### config.mk
export PLATFORM = sky130hd
export DESIGN_NAME = universal_shifter_flat
export DESIGN_NICKNAME = d
export VERILOG_FILES = /design/src/rtl/universal_shifter_if.sv /design/src/rtl/universal_shifter.sv /design/src/flat_wrapper.sv
export SDC_FILE = /design/constraint.sdc
export NUM_CORES = 1
export LEC_CHECK = 0
export CAP_MARGIN = 20
export CORE_MARGIN = 2
export CORE_UTILIZATION = 49
export DETAILED_ROUTE_END_ITERATION = 6
export PLACE_DENSITY = 0.79
export SLEW_MARGIN = 30
export SYNTH_ARGS = -nofsm -noshare
export SYNTH_HDL_FRONTEND = slang
export SYNTH_SLANG_ARGS = --single-unit
### constraint.sdc
create_clock -name clk -period 2.2 [get_ports clk]
set_clock_uncertainty 0.1 [all_clocks]
set_input_delay 0.22 -clock clk [delete_from_list [all_inputs] [get_ports clk]]
set_output_delay 0.22 -clock clk [all_outputs]
set_load 0.1 [all_outputs]
### src/rtl/universal_shifter_if.sv
// Request/response bundle for universal_shifter: op request fields in, register state and handshake out.
// Plain wires; timing and flow control belong to the shifter itself.
interface universal_shifter_if #(
   parameter int WIDTH   = 8,
   parameter int SHAMT_W = 3
);
   logic               start;
   logic [2:0]         op;
   logic [WIDTH-1:0]   load_val;
   logic [SHAMT_W-1:0] amount;
   logic               serial_in;
   logic [WIDTH-1:0]   q;
   logic               serial_out;
   logic               busy;
   logic               done;

   modport master (
      output start, op, load_val, amount, serial_in,
      input  q, serial_out, busy, done
   );

   modport slave (
      input  start, op, load_val, amount, serial_in,
      output q, serial_out, busy, done
   );
endinterface

### src/rtl/universal_shifter.sv
// Universal shift register: load/clear/nop in one edge, shifts/rotates one bit per edge for 'amount' steps.
// Latency 1 edge (single-cycle ops) or amount+1 edges; start is ignored while busy, nothing is queued.
module universal_shifter #(
   parameter int WIDTH   = 8,
   parameter int SHAMT_W = 3
) (
   input  logic              clk,
   input  logic              reset_n,
   universal_shifter_if.slave bus
);
   localparam logic [2:0] OP_LOAD  = 3'b000;
   localparam logic [2:0] OP_LSR   = 3'b001;
   localparam logic [2:0] OP_ASR   = 3'b010;
   localparam logic [2:0] OP_LSL   = 3'b011;
   localparam logic [2:0] OP_ROR   = 3'b100;
   localparam logic [2:0] OP_ROL   = 3'b101;
   localparam logic [2:0] OP_CLEAR = 3'b110;

   typedef enum logic [0:0] {IDLE, SHIFT} state_t;

   state_t             state, state_nxt;
   logic [2:0]         op_r, op_nxt;
   logic [SHAMT_W-1:0] remaining, remaining_nxt;
   logic [WIDTH-1:0]   q, q_nxt, step_q;
   logic               serial_out, serial_out_nxt, step_bit;
   logic               busy, busy_nxt;
   logic               done, done_nxt;
   logic               is_shift;

   always_ff @(posedge clk or negedge reset_n) begin
      if (!reset_n) begin
         state      <= IDLE;
         op_r       <= OP_LOAD;
         remaining  <= '0;
         q          <= '0;
         serial_out <= 1'b0;
         busy       <= 1'b0;
         done       <= 1'b0;
      end else begin
         state      <= state_nxt;
         op_r       <= op_nxt;
         remaining  <= remaining_nxt;
         q          <= q_nxt;
         serial_out <= serial_out_nxt;
         busy       <= busy_nxt;
         done       <= done_nxt;
      end
   end

   // One single-bit step of the latched operation; serial_in is taken live at each step edge.
   always_comb begin
      step_q   = q;
      step_bit = serial_out;
      case (op_r)
         OP_LSR: begin
            step_q   = {bus.serial_in, q[WIDTH-1:1]};
            step_bit = q[0];
         end
         OP_ASR: begin
            step_q   = {q[WIDTH-1], q[WIDTH-1:1]};
            step_bit = q[0];
         end
         OP_LSL: begin
            step_q   = {q[WIDTH-2:0], bus.serial_in};
            step_bit = q[WIDTH-1];
         end
         OP_ROR: begin
            step_q   = {q[0], q[WIDTH-1:1]};
            step_bit = q[0];
         end
         OP_ROL: begin
            step_q   = {q[WIDTH-2:0], q[WIDTH-1]};
            step_bit = q[WIDTH-1];
         end
         default: begin
            step_q   = q;
            step_bit = serial_out;
         end
      endcase
   end

   assign is_shift = (bus.op == OP_LSR) || (bus.op == OP_ASR) || (bus.op == OP_LSL) ||
                     (bus.op == OP_ROR) || (bus.op == OP_ROL);

   always_comb begin
      state_nxt      = state;
      op_nxt         = op_r;
      remaining_nxt  = remaining;
      q_nxt          = q;
      serial_out_nxt = serial_out;
      busy_nxt       = busy;
      done_nxt       = 1'b0;
      case (state)
         IDLE: begin
            if (bus.start) begin
               if (is_shift && (bus.amount != '0)) begin
                  op_nxt        = bus.op;
                  remaining_nxt = bus.amount;
                  busy_nxt      = 1'b1;
                  state_nxt     = SHIFT;
               end else begin
                  // Zero-amount shifts complete like NOP: done pulse only.
                  done_nxt = 1'b1;
                  if (bus.op == OP_LOAD) begin
                     q_nxt = bus.load_val;
                  end else if (bus.op == OP_CLEAR) begin
                     q_nxt = '0;
                  end
               end
            end
         end
         SHIFT: begin
            q_nxt          = step_q;
            serial_out_nxt = step_bit;
            remaining_nxt  = remaining - SHAMT_W'(1);
            if (remaining == SHAMT_W'(1)) begin
               busy_nxt  = 1'b0;
               done_nxt  = 1'b1;
               state_nxt = IDLE;
            end
         end
         default: state_nxt = IDLE;
      endcase
   end

   assign bus.q          = q;
   assign bus.serial_out = serial_out;
   assign bus.busy       = busy;
   assign bus.done       = done;
endmodule

### src/flat_wrapper.sv
// flat-port wrapper written by rule: the top's interface ports become plain ports
module universal_shifter_flat 
#(
   parameter int WIDTH   = 8,
   parameter int SHAMT_W = 3
)
  (clk, reset_n, bus_start, bus_op, bus_load_val, bus_amount, bus_serial_in, bus_q, bus_serial_out, bus_busy, bus_done);
  universal_shifter_if #(.WIDTH(WIDTH), .SHAMT_W(SHAMT_W)) bus_i ();
  input  logic clk;
  input  logic reset_n;
  input wire logic [$bits(bus_i.start)-1:0] bus_start;
  input wire logic [$bits(bus_i.op)-1:0] bus_op;
  input wire logic [$bits(bus_i.load_val)-1:0] bus_load_val;
  input wire logic [$bits(bus_i.amount)-1:0] bus_amount;
  input wire logic [$bits(bus_i.serial_in)-1:0] bus_serial_in;
  output wire logic [$bits(bus_i.q)-1:0] bus_q;
  output wire logic [$bits(bus_i.serial_out)-1:0] bus_serial_out;
  output wire logic [$bits(bus_i.busy)-1:0] bus_busy;
  output wire logic [$bits(bus_i.done)-1:0] bus_done;
  assign bus_i.start = bus_start;
  assign bus_i.op = bus_op;
  assign bus_i.load_val = bus_load_val;
  assign bus_i.amount = bus_amount;
  assign bus_i.serial_in = bus_serial_in;
  assign bus_q = bus_i.q;
  assign bus_serial_out = bus_i.serial_out;
  assign bus_busy = bus_i.busy;
  assign bus_done = bus_i.done;
  universal_shifter #(.WIDTH(WIDTH), .SHAMT_W(SHAMT_W)) u_core (.clk(clk), .reset_n(reset_n), .bus(bus_i));
endmodule
==> key figures <==
Status
  – Status: finished clean

Logic synthesis
  – Post-synthesis sequential area ratio: 0.363
  – Yosys top cell by area: dfrtp_1
  – Mapped Avg Cell Area: 9.78 um2
  – Synthesized net count: between 100 and 150
  – Netlist cell types: 45
  – Synth Instances: 127
  – Synthesis-stage register bit count: 18
  – Yosys warning count: 0
  – Async SR Flop Fraction: 1.00
  – Ranking of synthesized cells by area: dfrtp_1, mux2i_1, a21oi_1
  – Area share of the largest cell type after synthesis: 0.363
  – Synth Cell Area: roughly 1200 um2
  – Post-synth EDFFs: 0
  – Most used DFF post-synth: dfrtp_1

Timing
  – Final setup viols: 0
  – Fmax: 556 MHz
  – Hold_ws: 0.137 ns
  – Tcrit/Tclk final: 0.818
  – Max-slew violations: 0
  – Fin. Hold Viols: 0
  – Tightest Pin Transition: 0.551 ns
  – Setup WS post-layout: 0.401 ns
  – Fin Setup TNS: 0 ns
  – Unrepaired setup endpoints after global routing: false
  – Period minus WS final: 1.80 ns
  – Worst slew margin: 0.633

Cells and area
  – Synth-to-Final Area Change: 24.5%
  – Layout cells sized above 1: 0.181
  – Antenna fix cells: 0
  – Commonest cells after routing, fill and taps aside: dfrtp_1, clkdlybuf4s50_1, buf_4, mux2i_1, a21oi_1
  – Commonest non-fill, non-tap cell in the layout: dfrtp_1
  – Final cell count without fillers: between 150 and 200
  – Final nets: 176

Power and ir drop
  – Internal: around 0.0012 W
  – Peak supply drop: 1.12 mV
  – Power Density: around 1700 nW/um2
  – Comb pwr share: 0.635
  – Lkg Pwr: between 0.7 and 0.8 nW
  – Sw frac: 0.546
  – Clock power share: 0.083
  – Sw Pwr: 0.00140 W
  – Overall power: 0.00256 W
  – Reg power frac: 0.282

Setup path
  – CP max FO: 17
  – R2R depth: 4
  – Slowest stage cell, crit path: dfrtp_1
  – CP Cell Sequence: o31a_1, and2_4, nand2b_4, mux2_4
  – Critical path class: register to register
  – CP required: between 2 and 2.5 ns
  – CP Capture Type: register
  – Setup crit start kind: register
  – Max incr delay on CP: 0.60 ns
  – CP Data Arrival Time: between 1.5 and 2 ns

Detailed routing
  – WL final: 2890 um
  – M1 WL: 1200 um
  – Highest Signal Layer: met4
  – Wire per inst: ~16 um
  – Met2 WL: roughly 1500 um
  – Via density: approximately 5.9
  – Met3 WL: 146 um
  – DRC errors left: 0
  – Starting DRT DRC Count: 7
  – Via count: about 1100
  – Antenna viol nets, final: 0
  – Drt pass-1 iters: 4

Floorplanning
  – Die area: 2950 um2
  – Row count: 18
  – Die Width: about 54 um
  – IO Pins: 29
  – Die extent in y: 54.4 um
  – Core Region: 2430 um2
  – Initial Util: 0.511

Clock network
  – Number of gates resized after cts: 0
  – Clk Latency, worst-skew pair: ~0.3 ns
  – CTS Root Cell: clkbuf_4
  – CTS Buffer Depth: 2
  – H-Tree Depth: 1
  – TritonCTS Sinks: 18
  – CTS Hold Bufs: 0
  – CTS tree: done
  – Post-CTS setup buffers: 0
  – Total CTS buffers: 3
  – Clk pin slew, worst setup/hold paths: 0.11 ns

GRT
  – Largest net degree at the start of global routing: 19
  – Vias in the first global route: 994
  – Total track usage: 0.219
  – Total grt overflow: 0
  – Initial antenna violation count: 0
  – First-pass GRT wire length: 4570 um

Place
  – Placer Congestion: 0.753
  – Dpl hpwl: 2140 um
  – Dpl ws: 0.201 ns
  – I/O Buffers: 28
  – DP Cell Count: 181

Hold path
  – HP Class: input pin to asynchronous set/reset pin

Flow run
  – Max Cap Viol: 0
[worst max-delay path, delay by kind of cell, from the launching register on]
kind / cells / cell delay [ns]
DFF: 1 / 0.60
muxes: 1 / 0.30
and+or+nand+nor: 2 / 0.35
AOI/OAI and AO/OA: 1 / 0.35
[flip-flops by register name (all words and copies together), names as in the netlist]
name                   cells
u_core.bus.q               8
u_core.bus.busy            1
u_core.bus.serial_out      1
u_core.bus.done            1
u_core.op_r                3
u_core.remaining           3
u_core.state               1
[per-stage QoR]
stage | instance area [um2] | util
final | 1550 | 0.636
after global placement | 1510 | 0.621
after floorplan | 1240 | -
after global routing | 1550 | 0.636
after CTS | 1550 | 0.636
after detailed placement | 1510 | 0.621
[cells in the mapped netlist (all sizes together) (2+ instances only)]
library cell,instances
xnor2,3
nand2,7
nor2,10
a221oi,2
and2,6
clkbuf,2
buf,5
a2bb2oi,2
inv,5
o21ai,7
a21oi,10
mux2,4
mux2i,13
dfrtp,18
o22ai,5
nand2b,4
ha,2
nor3b,2
a21o,2
[power groups by stage]
stage / registers, W / logic, W / clock network, W
finish: 0.000724 / 0.00163 / 0.000212
floorplan: 0.00114 / 0.000902 / 0
global placement: 0.000720 / 0.00158 / 0
detailed placement: 0.000729 / 0.00163 / 0
global route: 0.000752 / 0.00174 / 0.000234
CTS: 0.000722 / 0.00163 / 0.000219
[final cells by class]
| class | instances | area (um2) |
|---|---|---|
| clock buffers | 4 | 36.3 |
| fillers | 225 | 886 |
| inverters | 5 | 18.8 |
| flip-flops and latches | 18 | 450 |
| multi-input cells | 97 | 728 |
| well taps | 30 | 37.5 |
| repair buffers | 31 | 275 |
[routing by layer]
layer / vias to the layer above / track usage
li1: 520 / -
met1: 531 / 0.261
met2: 37 / 0.380
met3: 4 / 0.0601
met4: 0 / 0.0667
met5: - / 0
[path summary, 6_finish.rpt]
check,slack [ns],end,from
setup / recovery,0.40,u_core.bus.q[2]$_DFFE_PN0P_,u_core.op_r[0]$_DFFE_PN0P_
hold / removal,0.14,u_core.bus.q[2]$_DFFE_PN0P_,reset_n
setup reg to reg,0.40,u_core.bus.q[2]$_DFFE_PN0P_,u_core.op_r[0]$_DFFE_PN0P_
hold reg to reg,0.41,u_core.bus.serial_out$_DFFE_PN0P_,u_core.bus.serial_out$_DFFE_PN0P_
max in group asynchronous,1.66,u_core.bus.q[6]$_DFFE_PN0P_,reset_n
min in group clk,0.39,u_core.bus.q[0]$_DFFE_PN0P_,bus_load_val[0]
[kinds of logic after synthesis]
logic type               share of synthesized area
AO/OA/AOI/OAI                                0.200
XOR/XNOR                                    0.0272
adder cells (fa/ha/maj)                     0.0201
buffers and inverters                       0.0514
flip-flops                                   0.363
multiplexers                                 0.144
AND/OR/NAND/NOR                              0.194
Power figures use the tool's default switching activity.
